[config.mk]
export PLATFORM = sky130hd
export DESIGN_NAME = stopwatch_ctrl
export DESIGN_NICKNAME = d
export VERILOG_FILES = /design/src/rtl/stopwatch_pkg.sv /design/src/rtl/btn_debounce.sv /design/src/rtl/stopwatch_ctrl.sv
export SDC_FILE = /design/constraint.sdc
export NUM_CORES = 1
export LEC_CHECK = 0
export CAP_MARGIN = 20
export CORE_MARGIN = 5
export CORE_UTILIZATION = 60
export CTS_CLUSTER_SIZE = 20
export DETAILED_ROUTE_END_ITERATION = 10
export PLACE_DENSITY_LB_ADDON = 0.3
export SYNTH_ARGS = -nofsm -noshare
export SYNTH_HDL_FRONTEND = slang
export SYNTH_SLANG_ARGS = --single-unit
[constraint.sdc]
create_clock -name clk -period 2.9 [get_ports clk]
set_input_delay 0.58 -clock clk [delete_from_list [all_inputs] [get_ports clk]]
set_output_delay 0.58 -clock clk [all_outputs]
set_load 0.02 [all_outputs]
[src/rtl/stopwatch_pkg.sv]
// Shared stopwatch definitions: state encoding and default timing constants
// used by the control, counter and display stages.
package stopwatch_pkg;

    localparam int unsigned TICK_DIV_DEFAULT        = 50_000_000;
    localparam int unsigned DEBOUNCE_CYCLES_DEFAULT = 1_000_000;

    localparam int unsigned STATE_W = 2;

    localparam logic [STATE_W-1:0] ST_IDLE    = 2'b00;
    localparam logic [STATE_W-1:0] ST_RUNNING = 2'b01;
    localparam logic [STATE_W-1:0] ST_PAUSED  = 2'b10;

endpackage

[src/rtl/btn_debounce.sv]
// One front-panel button: 2-FF synchroniser, stable-level debouncer and a
// one-cycle press pulse on the accepted rising edge.
module btn_debounce
    import stopwatch_pkg::*;
#(
    parameter int unsigned DEBOUNCE_CYCLES = DEBOUNCE_CYCLES_DEFAULT
) (
    input  logic clk,
    input  logic reset,
    input  logic btn,
    output logic press
);

    localparam int unsigned CNT_W = $clog2(DEBOUNCE_CYCLES + 1);

    logic             sync1;
    logic             sync2;
    logic             level;
    logic [CNT_W-1:0] cnt;
    logic [CNT_W-1:0] cnt_inc;
    logic             flip_c;

    assign cnt_inc = cnt + CNT_W'(1);
    assign flip_c  = (sync2 != level) && (cnt_inc == CNT_W'(DEBOUNCE_CYCLES));

    // Metastability guard for the raw asynchronous button.
    always_ff @(posedge clk or posedge reset) begin
        if (reset) begin
            sync1 <= 1'b0;
            sync2 <= 1'b0;
        end else begin
            sync1 <= btn;
            sync2 <= sync1;
        end
    end

    // Accept a new level only after it has differed for DEBOUNCE_CYCLES cycles.
    always_ff @(posedge clk or posedge reset) begin
        if (reset) begin
            cnt   <= '0;
            level <= 1'b0;
            press <= 1'b0;
        end else begin
            if (sync2 == level) begin
                cnt <= '0;
            end else if (flip_c) begin
                cnt   <= '0;
                level <= ~level;
            end else begin
                cnt <= cnt_inc;
            end
            press <= flip_c & ~level;
        end
    end

endmodule

[src/rtl/stopwatch_ctrl.sv]
// Stopwatch control: button conditioning, IDLE/RUNNING/PAUSED FSM and the
// count-tick prescaler. Define LAP_HOLD_EN to enable the lap display hold.
module stopwatch_ctrl
    import stopwatch_pkg::*;
#(
    parameter int unsigned TICK_DIV        = TICK_DIV_DEFAULT,
    parameter int unsigned DEBOUNCE_CYCLES = DEBOUNCE_CYCLES_DEFAULT
) (
    input  logic               clk,
    input  logic               reset,
    input  logic               btn_start_stop,
    input  logic               btn_clear,
    input  logic               btn_lap,
    output logic               cnt_enable,
    output logic               cnt_clear,
    output logic [STATE_W-1:0] state,
    output logic               running,
    output logic               display_hold
);

    localparam int unsigned PRE_W = $clog2(TICK_DIV);
    localparam logic [PRE_W-1:0] PRE_LAST = PRE_W'(TICK_DIV - 1);

    logic               p_ss;
    logic               p_clr;
    logic [STATE_W-1:0] state_nx;
    logic [PRE_W-1:0]   presc;
    logic [PRE_W-1:0]   presc_nx;
    logic               clear_c;
    logic               tick_c;
    logic               hold_nx;

    btn_debounce #(.DEBOUNCE_CYCLES(DEBOUNCE_CYCLES)) u_db_start_stop (
        .clk   (clk),
        .reset (reset),
        .btn   (btn_start_stop),
        .press (p_ss)
    );

    btn_debounce #(.DEBOUNCE_CYCLES(DEBOUNCE_CYCLES)) u_db_clear (
        .clk   (clk),
        .reset (reset),
        .btn   (btn_clear),
        .press (p_clr)
    );

`ifdef LAP_HOLD_EN
    logic p_lap;

    btn_debounce #(.DEBOUNCE_CYCLES(DEBOUNCE_CYCLES)) u_db_lap (
        .clk   (clk),
        .reset (reset),
        .btn   (btn_lap),
        .press (p_lap)
    );
`else
    logic unused_btn_lap;
    assign unused_btn_lap = btn_lap;
`endif

    // State register plus registered outputs.
    always_ff @(posedge clk or posedge reset) begin
        if (reset) begin
            state        <= ST_IDLE;
            running      <= 1'b0;
            cnt_enable   <= 1'b0;
            cnt_clear    <= 1'b0;
            presc        <= '0;
            display_hold <= 1'b0;
        end else begin
            state        <= state_nx;
            running      <= (state_nx == ST_RUNNING);
            cnt_enable   <= tick_c;
            cnt_clear    <= clear_c;
            presc        <= presc_nx;
            display_hold <= hold_nx;
        end
    end

    // Next state: clear outranks start_stop wherever clear is honoured.
    always_comb begin
        state_nx = state;
        case (state)
            ST_IDLE: begin
                if (!p_clr && p_ss) state_nx = ST_RUNNING;
            end
            ST_RUNNING: begin
                if (p_ss) state_nx = ST_PAUSED;
            end
            ST_PAUSED: begin
                if (p_clr)     state_nx = ST_IDLE;
                else if (p_ss) state_nx = ST_RUNNING;
            end
            default: state_nx = ST_IDLE;
        endcase
    end

    // Output decode: tick from the current state, so a pause still carries it.
    always_comb begin
        clear_c  = 1'b0;
        tick_c   = 1'b0;
        presc_nx = presc;
        hold_nx  = display_hold;

        if (state == ST_IDLE || state == ST_PAUSED) begin
            clear_c = p_clr;
        end

        if (state == ST_RUNNING) begin
            tick_c   = (presc == PRE_LAST);
            presc_nx = tick_c ? '0 : presc + PRE_W'(1);
        end

        if (clear_c) begin
            presc_nx = '0;
        end

`ifdef LAP_HOLD_EN
        if (state_nx == ST_IDLE) begin
            hold_nx = 1'b0;
        end else if (p_lap && state == ST_RUNNING) begin
            hold_nx = ~display_hold;
        end else if (p_lap && state == ST_PAUSED) begin
            hold_nx = 1'b0;
        end
`else
        hold_nx = 1'b0;
`endif
    end

endmodule
==> impl_metrics.ini <==
[run_status]
result_of_the_run = finished clean

[critical_path]
worst-path-max-fanout = 10
critical_path_arrival_ns = 2.92
endpoint_kind = flip-flop
criticalPathCategory = reg2reg
worst_setup_path_start_kind = flip-flop
critical_path_rt_ns = 3.14

[clocking]
tritoncts.num_buffers = 9
cts_hold_repair.buffers = 0
cts_tree = built
ctsResizeCount = 0
htree_levels = 3
numClockSinks = 79
clk_root_buffer_cell = clkbuf_8
path_clk_slew_ns = 0.09
clkLatencyLatePin_ns = 0.36
post-cts-setup-buffer-count = 0
clk_path_buf_depth = 2

[drt]
route.vias.total = 3641
number_of_detailed_routing_iterations_run_before_antenna_repair = 5
avgViaCountPerCell = 6.23
count_of_antenna_violating_nets_left_after_detailed_routing = 0
routed_length_per_instance_um = 15.6
remaining_drc_errors = 0
routed_wl_mm = 9.13
detailed_route_iter0_violations = 234

[synthesis]
dominantRegCellSynth = dfrtp_1
synth-async-reset-ratio = 1.00
synth_fp_nets = 485
synth_enable_flop_cells = 0
synth.cell_area_um2 = 4380
ys.warnings.count = 0
postSynthAreaPerCell_um2 = 9.22
synthTopCellsByArea = dfrtp_1, xor2_1, nand4_1
netlist_instances = 475
postSynthRegisterBits = 79
synth_top_area_share = 0.452
synthDominantAreaCellType = dfrtp_1
synth_sequential_area_ratio = 0.452
synth.distinct_cells = 57

[global_routing]
global_route.usage.met1 = 0.307
grt.met2_usage = 0.355
global_route_wire_length_before_repair_mm = 15.9
grt_pass1_vias = 3385
grt_overflow_total = 0
grt_usage = 0.223
antenna_found_initial = 0
maximum_number_of_pins_on_one_net_before_global_route_repair = 30
grt_util_met3 = 0.0403
grt_busiest_layer = met2

[placed_design]
dpl_cell_area_um2 = 4540
pre_cts_slack_ns = 0.263
number_of_buffers_inserted_by_port_buffering = 8
place_congestion = 0.893
dp_hpwl_mm = 6.47

[layout]
final_cell_area_um2 = 4770
finalNetCount = 490
syn2layout_area_growth_pct = 8.86
layout.cells.most_common_list = dfrtp_1, nor2_1, nand2_1
diodes_inserted = 0
proportion_of_layout_cells_with_a_drive_suffix_above_1 = 0.0763
layout_commonest_cell = dfrtp_1

[floorplan]
boundaryPins = 11
die_ar_um2 = 9100
initial_utilization = 0.610
rows = 31
design.core.area_um2 = 7180
vert_die_dim_um = 95.4
die_w_um = 95.4

[power_and_ir_drop]
pwr_density_cell_nw_per_um2 = 444
irDropWorstVdd_uv = 244
finalPower_mw = 2.12
power.leakage_nw = 2.00

[timing]
remaining_max_slew_budget_at_the_tightest_pin = 0.558
final_setup_violation_count = 0
skew_ns = 0.0145
slew_viol_final = 0
hold_violations = 0
period_minus_ws_final_ns = 2.68
worstMarginPinSlew_ns = 0.663
totalNegativeSetupSlack_ns = 0
final_min_period_over_clock_period = 0.924
clock.fmax_ghz = 0.373
rsz0062_at_grt = no
postLayoutSetupSlackWorst_ns = 0.221

[min_path]
hp-class = reg2reg

[run]
max_cap_viol_count = 0
## sequential cells by signal, summed over array words and instances, names as in the netlist
register and cells:
cnt_enable 1, u_db_start_stop.cnt 20, running 1, u_db_clear.level 1
u_db_clear.sync1 1, u_db_start_stop.level 1, presc 26, u_db_clear.sync2 1
u_db_start_stop.sync1 1, u_db_start_stop.sync2 1, u_db_clear.press 1, state 2
u_db_clear.cnt 20, cnt_clear 1, u_db_start_stop.press 1
## through the flow
step,instances,util,hold slack (ns)
after floorplan,475,-,0.331
after global placement,568,0.633,0.335
after detailed placement,568,0.633,0.337
after CTS,584,0.664,0.345
after global routing,584,0.664,0.353
final,584,0.664,0.343
## worst paths after layout
kind / startpoint / to / slack, ns / cells past startpoint
min in group asynchronous: reset / presc[17]$_DFFE_PP0P_ / 0.56 / 2
hold / removal: u_db_clear.sync1$_DFF_PP0_ / u_db_clear.sync2$_DFF_PP0_ / 0.34 / 0
max in group asynchronous: reset / u_db_start_stop.cnt[7]$_DFF_PP0_ / 1.68 / 3
hold reg to reg: u_db_clear.sync1$_DFF_PP0_ / u_db_clear.sync2$_DFF_PP0_ / 0.34 / 0
setup reg to reg: u_db_clear.cnt[0]$_DFF_PP0_ / u_db_clear.press$_DFF_PP0_ / 0.22 / 7
setup / recovery: u_db_clear.cnt[0]$_DFF_PP0_ / u_db_clear.press$_DFF_PP0_ / 0.22 / 7
## routing by layer
| layer | up-vias | part of all wire |
|---|---|---|
| met5 | - | 0 |
| met4 | 0 | 0.019 |
| met3 | 17 | 0.050 |
| met2 | 109 | 0.48 |
| met1 | 1768 | 0.45 |
| li1 | 1747 | - |
## Yosys cell counts (4+ instances only)
cell / n
or2_2: 4
nor4_1: 9
nor2_1: 39
o21ai_0: 28
nand3_1: 28
dfrtp_1: 79
or3_1: 6
clkbuf_1: 13
o21ai_1: 10
nor3_1: 24
xor2_1: 27
xnor2_1: 15
a31oi_1: 10
buf_2: 7
a21oi_1: 6
nor3b_1: 8
inv_1: 10
nand4_1: 28
ha_1: 5
and2_1: 10
o31ai_1: 7
and3_1: 16
nand2_1: 34
## area by class of cell
type                    count  area [um2]
multi-input cells         363        2250
flip-flops and latches     79        1980
clock inverters             7         100
repair buffers             17         148
well taps                  99         124
fillers                   583        2410
clock buffers               9         124
inverters                  10        38.8
## worst max-delay path: stages, from the launching register on
cell and delay, ns:
dfrtp_1 0.53, ha_1 0.26, nand2_1 0.08, or3_1 0.34
a211oi_1 0.31, nand4_1 0.25, or4_1 0.57, nor4_1 0.24
## cell families after synthesis
family | synth area share
compound gates | 0.118
xor+xnor | 0.0840
fa+ha+maj | 0.0143
buf+inv | 0.0346
flops | 0.452
mux | 0.00686
other cells | 0.000857
simple gates | 0.290
## power breakdown
group / internal [mW] / switching [mW]
logic: 0.0215 / 0.0467
clock network: 0.494 / 0.430
registers: 1.11 / 0.0138
No activity file was read; power rests on OpenSTA's default activity.
